[src/rtl/seg_pkg.sv]
// seg_pkg: shared 7-segment definitions for the scan decoder.
//   SEG_* constants are active-low segment patterns, bit order g..a (bit 6 = g).
//   seg_decode() maps a pattern to {recognised, digit}. Blank maps to {0, 4'h0}
//   and unknown patterns map to {0, 4'hF}.
// Build option: SEG_DECODE_HEX_EN adds the A,b,C,d,E,F glyphs as recognised.
//   With it, F decodes to 4'hF with recognised=1. Consumers must therefore use
//   the valid flag to detect errors, not the 4'hF value.
package seg_pkg;

   localparam logic [6:0] SEG_0     = 7'h40;
   localparam logic [6:0] SEG_1     = 7'h79;
   localparam logic [6:0] SEG_2     = 7'h24;
   localparam logic [6:0] SEG_3     = 7'h30;
   localparam logic [6:0] SEG_4     = 7'h19;
   localparam logic [6:0] SEG_5     = 7'h12;
   localparam logic [6:0] SEG_6     = 7'h02;
   localparam logic [6:0] SEG_7     = 7'h78;
   localparam logic [6:0] SEG_8     = 7'h00;
   localparam logic [6:0] SEG_9     = 7'h10;
   localparam logic [6:0] SEG_A     = 7'h08;
   localparam logic [6:0] SEG_B     = 7'h03;
   localparam logic [6:0] SEG_C     = 7'h46;
   localparam logic [6:0] SEG_D     = 7'h21;
   localparam logic [6:0] SEG_E     = 7'h06;
   localparam logic [6:0] SEG_F     = 7'h0E;
   localparam logic [6:0] SEG_BLANK = 7'h7F;

   typedef logic [3:0] digit_t;

   // Returns {recognised, digit}.
   function automatic logic [4:0] seg_decode(input logic [6:0] seg);
      logic [4:0] r;
      r = {1'b0, 4'hF};
      case (seg)
         SEG_0:     r = {1'b1, 4'h0};
         SEG_1:     r = {1'b1, 4'h1};
         SEG_2:     r = {1'b1, 4'h2};
         SEG_3:     r = {1'b1, 4'h3};
         SEG_4:     r = {1'b1, 4'h4};
         SEG_5:     r = {1'b1, 4'h5};
         SEG_6:     r = {1'b1, 4'h6};
         SEG_7:     r = {1'b1, 4'h7};
         SEG_8:     r = {1'b1, 4'h8};
         SEG_9:     r = {1'b1, 4'h9};
         SEG_BLANK: r = {1'b0, 4'h0};
`ifdef SEG_DECODE_HEX_EN
         SEG_A:     r = {1'b1, 4'hA};
         SEG_B:     r = {1'b1, 4'hB};
         SEG_C:     r = {1'b1, 4'hC};
         SEG_D:     r = {1'b1, 4'hD};
         SEG_E:     r = {1'b1, 4'hE};
         SEG_F:     r = {1'b1, 4'hF};
`endif
         default:   r = {1'b0, 4'hF};
      endcase
      return r;
   endfunction

endpackage

[src/rtl/seg_dwell_filter.sv]
// seg_dwell_filter: synchronises the AN/HEX bus and issues one capture strobe
// per stable dwell. This filters scanner ghosting and transition glitches.
// Ports:
//   clock, rst          system clock, async active-high reset
//   an_in, hex_in       raw active-low bus from the display scanner
//   capture             1-cycle strobe once the bus has held STABLE_CYCLES clocks
//   an_stable           synchronised anode value, valid when capture is high
//   hex_stable          synchronised segment value, valid when capture is high
module seg_dwell_filter #(
   parameter int STABLE_CYCLES = 16
) (
   input  logic       clock,
   input  logic       rst,
   input  logic [7:0] an_in,
   input  logic [7:0] hex_in,
   output logic       capture,
   output logic [7:0] an_stable,
   output logic [7:0] hex_stable
);

   localparam int CW = $clog2(STABLE_CYCLES + 1);

   logic [15:0]   s1_q, s1_d, s2_q, s2_d, prev_q, prev_d;
   logic [CW-1:0] cnt_q, cnt_d;

   always_comb begin
      s1_d   = {an_in, hex_in};
      s2_d   = s1_q;
      prev_d = s2_q;
      cnt_d  = cnt_q;
      if (s2_q != prev_q)
         cnt_d = '0;
      else if (cnt_q != CW'(STABLE_CYCLES))
         cnt_d = cnt_q + CW'(1);
   end

   // Saturation at STABLE_CYCLES keeps this to one strobe per dwell.
   assign capture    = (s2_q == prev_q) && (cnt_q == CW'(STABLE_CYCLES - 1));
   assign an_stable  = s2_q[15:8];
   assign hex_stable = s2_q[7:0];

   always_ff @(posedge clock or posedge rst) begin
      if (rst) begin
         s1_q   <= 16'hFFFF;
         s2_q   <= 16'hFFFF;
         prev_q <= 16'hFFFF;
         cnt_q  <= '0;
      end else begin
         s1_q   <= s1_d;
         s2_q   <= s2_d;
         prev_q <= prev_d;
         cnt_q  <= cnt_d;
      end
   end

endmodule

[src/rtl/seg_scan_decoder.sv]
// seg_scan_decoder: recovers 8 displayed digits from a multiplexed,
// active-low 7-segment bus (AN/HEX).
// Ports:
//   clock, rst      system clock, async active-high reset
//   an_in           anode enables, active-low (bit i low = digit i lit)
//   hex_in          segments, active-low: [6:0] = g..a, [7] = dp
//   digits          digit i value at [4i+3:4i] (4'hF = unrecognised)
//   dots            decimal point lit, per digit
//   valid           recognised and not stale, per digit
//   blank           last capture had all segments off, per digit
//   frame_valid     pulse: every FRAME_MASK digit captured since the last pulse
//   multi_an_err    pulse: a stable dwell had two or more anodes low
// Build option: SEG_DECODE_HEX_EN (see seg_pkg) enables hex glyph decode.
module seg_scan_decoder
   import seg_pkg::*;
#(
   parameter int         STABLE_CYCLES = 16,
   parameter int         STALE_CYCLES  = 1000000,
   parameter logic [7:0] FRAME_MASK    = 8'hFF
) (
   input  logic        clock,
   input  logic        rst,
   input  logic [7:0]  an_in,
   input  logic [7:0]  hex_in,
   output logic [31:0] digits,
   output logic [7:0]  dots,
   output logic [7:0]  valid,
   output logic [7:0]  blank,
   output logic        frame_valid,
   output logic        multi_an_err
);

   localparam int SW = $clog2(STALE_CYCLES + 1);

   logic       capture;
   logic [7:0] an_s, hex_s;

   seg_dwell_filter #(.STABLE_CYCLES(STABLE_CYCLES)) u_dwell (
      .clock      (clock),
      .rst        (rst),
      .an_in      (an_in),
      .hex_in     (hex_in),
      .capture    (capture),
      .an_stable  (an_s),
      .hex_stable (hex_s)
   );

   logic [7:0] an_low;
   logic       one_low, many_low, cap_one;
   logic [7:0] new_bit;
   logic [4:0] dec;

   assign an_low   = ~an_s;
   assign one_low  = (an_low != 8'h00) && ((an_low & (an_low - 8'd1)) == 8'h00);
   assign many_low = (an_low != 8'h00) && !one_low;
   assign cap_one  = capture && one_low;
   assign new_bit  = cap_one ? an_low : 8'h00;
   assign dec      = seg_decode(hex_s[6:0]);

   logic [31:0]         digits_q, digits_d;
   logic [7:0]          dots_q, dots_d, valid_q, valid_d, blank_q, blank_d;
   logic [7:0]          seen_q, seen_d;
   logic                frame_valid_q, frame_valid_d;
   logic                multi_an_err_q, multi_an_err_d;
   logic [7:0][SW-1:0]  stale_q, stale_d;

   always_comb begin
      digits_d       = digits_q;
      dots_d         = dots_q;
      valid_d        = valid_q;
      blank_d        = blank_q;
      seen_d         = seen_q;
      stale_d        = stale_q;
      frame_valid_d  = 1'b0;
      multi_an_err_d = capture && many_low;

      for (int i = 0; i < 8; i++) begin
         // Free-running saturating age. The expiry cycle drops only the flags.
         if (stale_q[i] != SW'(STALE_CYCLES))
            stale_d[i] = stale_q[i] + SW'(1);
         if (stale_q[i] == SW'(STALE_CYCLES - 1)) begin
            valid_d[i] = 1'b0;
            blank_d[i] = 1'b0;
         end
         // A capture overrides an expiry in the same cycle.
         if (new_bit[i]) begin
            digits_d[4*i +: 4] = dec[3:0];
            dots_d[i]          = ~hex_s[7];
            valid_d[i]         = dec[4];
            blank_d[i]         = (hex_s[6:0] == SEG_BLANK);
            stale_d[i]         = '0;
         end
      end

      // The completing capture clears seen instead of setting its own bit,
      // so the next frame starts empty.
      if (cap_one) begin
         if (((seen_q | new_bit) & FRAME_MASK) == FRAME_MASK) begin
            frame_valid_d = 1'b1;
            seen_d        = 8'h00;
         end else begin
            seen_d = seen_q | new_bit;
         end
      end
   end

   always_ff @(posedge clock or posedge rst) begin
      if (rst) begin
         digits_q       <= '0;
         dots_q         <= '0;
         valid_q        <= '0;
         blank_q        <= '0;
         seen_q         <= '0;
         stale_q        <= '0;
         frame_valid_q  <= 1'b0;
         multi_an_err_q <= 1'b0;
      end else begin
         digits_q       <= digits_d;
         dots_q         <= dots_d;
         valid_q        <= valid_d;
         blank_q        <= blank_d;
         seen_q         <= seen_d;
         stale_q        <= stale_d;
         frame_valid_q  <= frame_valid_d;
         multi_an_err_q <= multi_an_err_d;
      end
   end

   assign digits       = digits_q;
   assign dots         = dots_q;
   assign valid        = valid_q;
   assign blank        = blank_q;
   assign frame_valid  = frame_valid_q;
   assign multi_an_err = multi_an_err_q;

endmodule
[config.mk]
export PLATFORM = sky130hd
export DESIGN_NAME = seg_scan_decoder
export DESIGN_NICKNAME = d
export VERILOG_FILES = /design/src/rtl/seg_pkg.sv /design/src/rtl/seg_dwell_filter.sv /design/src/rtl/seg_scan_decoder.sv
export SDC_FILE = /design/constraint.sdc
export NUM_CORES = 1
export LEC_CHECK = 0
export CAP_MARGIN = 5
export CORE_AREA = 4 4 152 154
export DETAILED_ROUTE_END_ITERATION = 6
export DIE_AREA = 0 0 156 158
export HOLD_SLACK_MARGIN = 0.03
export PLACE_DENSITY = 0.75
export SKIP_LAST_GASP = 1
export SYNTH_ARGS = -nofsm -noshare
export SYNTH_HDL_FRONTEND = slang
export SYNTH_SLANG_ARGS = --single-unit
[constraint.sdc]
create_clock -name clock -period 13.1 [get_ports clock]
set_clock_uncertainty 0.2 [all_clocks]
set_input_delay 2.62 -clock clock [delete_from_list [all_inputs] [get_ports clock]]
set_output_delay 2.62 -clock clock [all_outputs]
set_load 0.03 [all_outputs]
==> run_results.csv <==
group,metric,value,unit
outcome,status,"complete, no violations",
hold_path,min_from,"u_dwell.s1_q[2]$_DFF_PP1_",
worst_setup_path,cp_top_family,"buffers and inverters",
synthesis,synth-edff-count,0,
worst_setup_path,cp.arrival,5520,ps
power,p_leak,6.50,nW
hold_path,hold_path_depth,0,
global_routing,antenna_found_initial,0,
floorplanning,rows,54,
hold_path,holdPathEnd,"u_dwell.prev_d[2]$_DFF_PP1_",
worst_setup_path,critPathBufInv,4,
worst_setup_path,cp_slowest_cell,"buf_4",
timing,grt_setup_unrepaired,"false",
clock_network,numCtsBuffers,29,
detailed_routing,wirelength,24700,um
synthesis,synth_cells,1204,
global_routing,groute.usage.overall,20.4,%
timing,hold_viol,0,
placement,detailed_place_hpwl,15600,um
floorplanning,die_w,156,um
timing,period_minus_slack,5190,ps
timing,fmax,193,MHz
power,vdd_drop_max,0.000104,V
power,p_comb_share,2.0,%
floorplanning,core_area,21700,sq um
clock_network,cts_root_buf,"clkbuf_16",
floorplanning,fp.dieH,158,um
detailed_routing,drt_iter0_markers,545,
cells_and_area,area_delta_synth_final,15.7,%
floorplanning,start_util,59.5,%
clock_network,cts_resized,0,
synthesis,mappedNetlistArea,12900,sq um
power,p_total,1.79,mW
worst_setup_path,reg2reg_from,"u_dwell.prev_d[7]$_DFF_PP1_",
detailed_routing,drc,0,
clock_network,cts_hold_buf,0,
worst_setup_path,cp_max_fo,130,
clock_network,cts_setup_buffers,0,
timing,final.setup.worst_slack,7910,ps
clock_network,cts_max_path_buffers,3,
synthesis,yosysSeqAreaShare,54.6,%
worst_setup_path,crit_type,"input port to async pin",
cells_and_area,drive_gt1_share,11.5,%
job,maxCapViolations,0,
power,seq_power_share,49.5,%
worst_setup_path,r2r-end,"digits[0]$_DFFE_PP0N_",
worst_setup_path,critPathMaxStageDelay,860,ps
detailed_routing,wl_per_cell,15.5,um
detailed_routing,vias,8673,
clock_network,cts_tree,"yes",
timing,relSlewSlack,19.1,%
power,p_clk_share,48.5,%
global_routing,gr-total-overflow,0,
worst_setup_path,startpoint_type,"input port",
cells_and_area,final_common_cell,"nor2_1",
detailed_routing,dr.pass1.iters,5,
synthesis,synth_seq_cells,279,
clock_network,htreeDepth,1,
clock_network,path_clk_slew,60,ps
synthesis,avgSynthCellArea,10.7,sq um
clock_network,cts.sinks,279,
power,powerDensity,120,nW/um^2
global_routing,grt_pass1_wl,41800,um
cells_and_area,nets,1323,
detailed_routing,routed_via_density,5.45,
placement,place_ws,7140,ps
synthesis,synthArstFlopShare,100,%
timing,tightest_slew,1200,ps
timing,min_period_over_period,39.6,%
worst_setup_path,r2r_cells,6,
power,cellInternalPower,1.42,mW
worst_setup_path,path_common_cell,"buf_4",
floorplanning,dieArea,24600,sq um
detailed_routing,ant_nets,0,
worst_setup_path,cp-end-kind,"async pin",
placement,finalWeightedCongestion,0.792,
global_routing,grt_pass1_vias,8577,
timing,drv_slew,0,
floorplanning,io_pins,76,
worst_setup_path,critPathRequiredTime,13430,ps
clock_network,clk_latency,540,ps
power,switching_share,20.5,%
synthesis,ys.flop_type,"dfrtp_1",
timing,holdWs,155,ps
synthesis,synth_nets,1241,
global_routing,grt_max_degree,131,
hold_path,hp-class,"flip-flop to flip-flop",
power,power.switching,0.367,mW
timing,setup_tns,0,ps
timing,setup_viol,0,
synthesis,synthDistinctLibCells,57,
worst_setup_path,path_cells,"clkdlybuf4s50_1 > inv_8 > buf_4 > buf_4",
cells_and_area,final_cell_mix,"nor2_1 (232), dfrtp_1 (231), xor2_1 (102)",
placement,io_buffer_count,75,
synthesis,yosysWarningCount,0,
worst_setup_path,rrSetupSlack,9650,ps
[power groups by stage]
stage / sequential, mW / combinational, mW / clock, mW
6_report: 0.886 / 0.0360 / 0.868
4_1_cts: 0.886 / 0.0375 / 0.888
5_1_grt: 0.886 / 0.0412 / 0.926
3_3_place_gp: 0.900 / 0.0365 / 0
3_5_place_dp: 0.901 / 0.0371 / 0
2_1_floorplan: 0.895 / 0.0255 / 0
[registers in the layout (all words and copies together) (netlist names)]
name and flops:
dots 8, blank 8, u_dwell.s1_q 16, u_dwell.prev_q 16, multi_an_err 1, u_dwell.prev_d 16, digits 32, frame_valid 1
seen_q 8, u_dwell.cnt_q 5, valid 8, stale_q 160
[area by class of cell]
class                      instances  area [sq um]
clock buffer                      43           870
antenna                            1          2.50
inverter                          51           199
multi-input combinational        838          5470
timing repair buffer              87           841
tap                              280           350
sequential                       279          7040
fill                            1590          6750
clock inverter                    11           161
[worst reg2reg max path, cell delays in order (launching register included)]
cell and delay (ps):
dfstp_2 750, xor2_1 150, nor4_2 390, nand4_4 440
nor4b_4 630, buf_4 390, mux2_2 380
[cells by family after synthesis]
kind of cell	synth area share, %
AND/OR/NAND/NOR	22.1
flip-flops	54.6
XOR/XNOR	11.0
buffers and inverters	3.49
multiplexers	4.48
AO/OA/AOI/OAI	2.49
adder cells (fa/ha/maj)	1.84
[cells in the mapped netlist (all sizes together), types with 10 or more instances]
| cell type | number | area (sq um) |
|---|---|---|
| ha | 19 | 238 |
| or3 | 12 | 75.1 |
| xor2 | 102 | 893 |
| a31oi | 11 | 68.8 |
| and4 | 12 | 105 |
| nand2b | 10 | 62.6 |
| nor4b | 10 | 115 |
| mux2i | 33 | 330 |
| inv | 51 | 191 |
| nand4 | 29 | 196 |
| nor2 | 232 | 871 |
| a21oi | 19 | 95.1 |
| nor4 | 22 | 211 |
| mux2 | 22 | 248 |
| and3 | 19 | 119 |
| buf | 32 | 244 |
| nand3 | 74 | 370 |
| dfstp | 48 | 1260 |
| xnor2 | 60 | 526 |
| nand2 | 67 | 251 |
| nor3 | 20 | 111 |
| dfrtp | 231 | 5780 |
[through the flow]
stage | utilization, % | instance area (sq um) | cells
floorplan | - | 12900 | 1204
global placement | 64.1 | 13900 | 1535
detailed placement | 64.1 | 13900 | 1535
CTS | 68.9 | 14900 | 1589
global route | 68.9 | 14900 | 1589
finish | 68.9 | 14900 | 1590
[routing by layer]
metal  part of all wire, %  wire length [um]  up-vias  global-route usage (%)
met3                   4.0               989       33                    2.82
met5                     0                 0        -                       0
met4                   2.0               486        0                    5.09
li1                      -                 -     4225                       -
met1                    47             11700     4256                    29.2
met2                    47             11600      159                    33.5
[worst max-delay path by stage]
stage,startpoint,to,slack (ps),depth (start not counted)
after floorplan,rst,blank[0]$_DFFE_PP0P_,2670,1
after global placement,rst,stale_q[143]$_DFFE_PP0P_,7170,4
after detailed placement,rst,stale_q[143]$_DFFE_PP0P_,7140,4
after CTS,rst,stale_q[143]$_DFFE_PP0P_,7700,4
after global routing,rst,stale_q[143]$_DFFE_PP0P_,7410,4
final,rst,stale_q[143]$_DFFE_PP0P_,7910,4
Note: power is estimated with default switching activity, not from simulation.
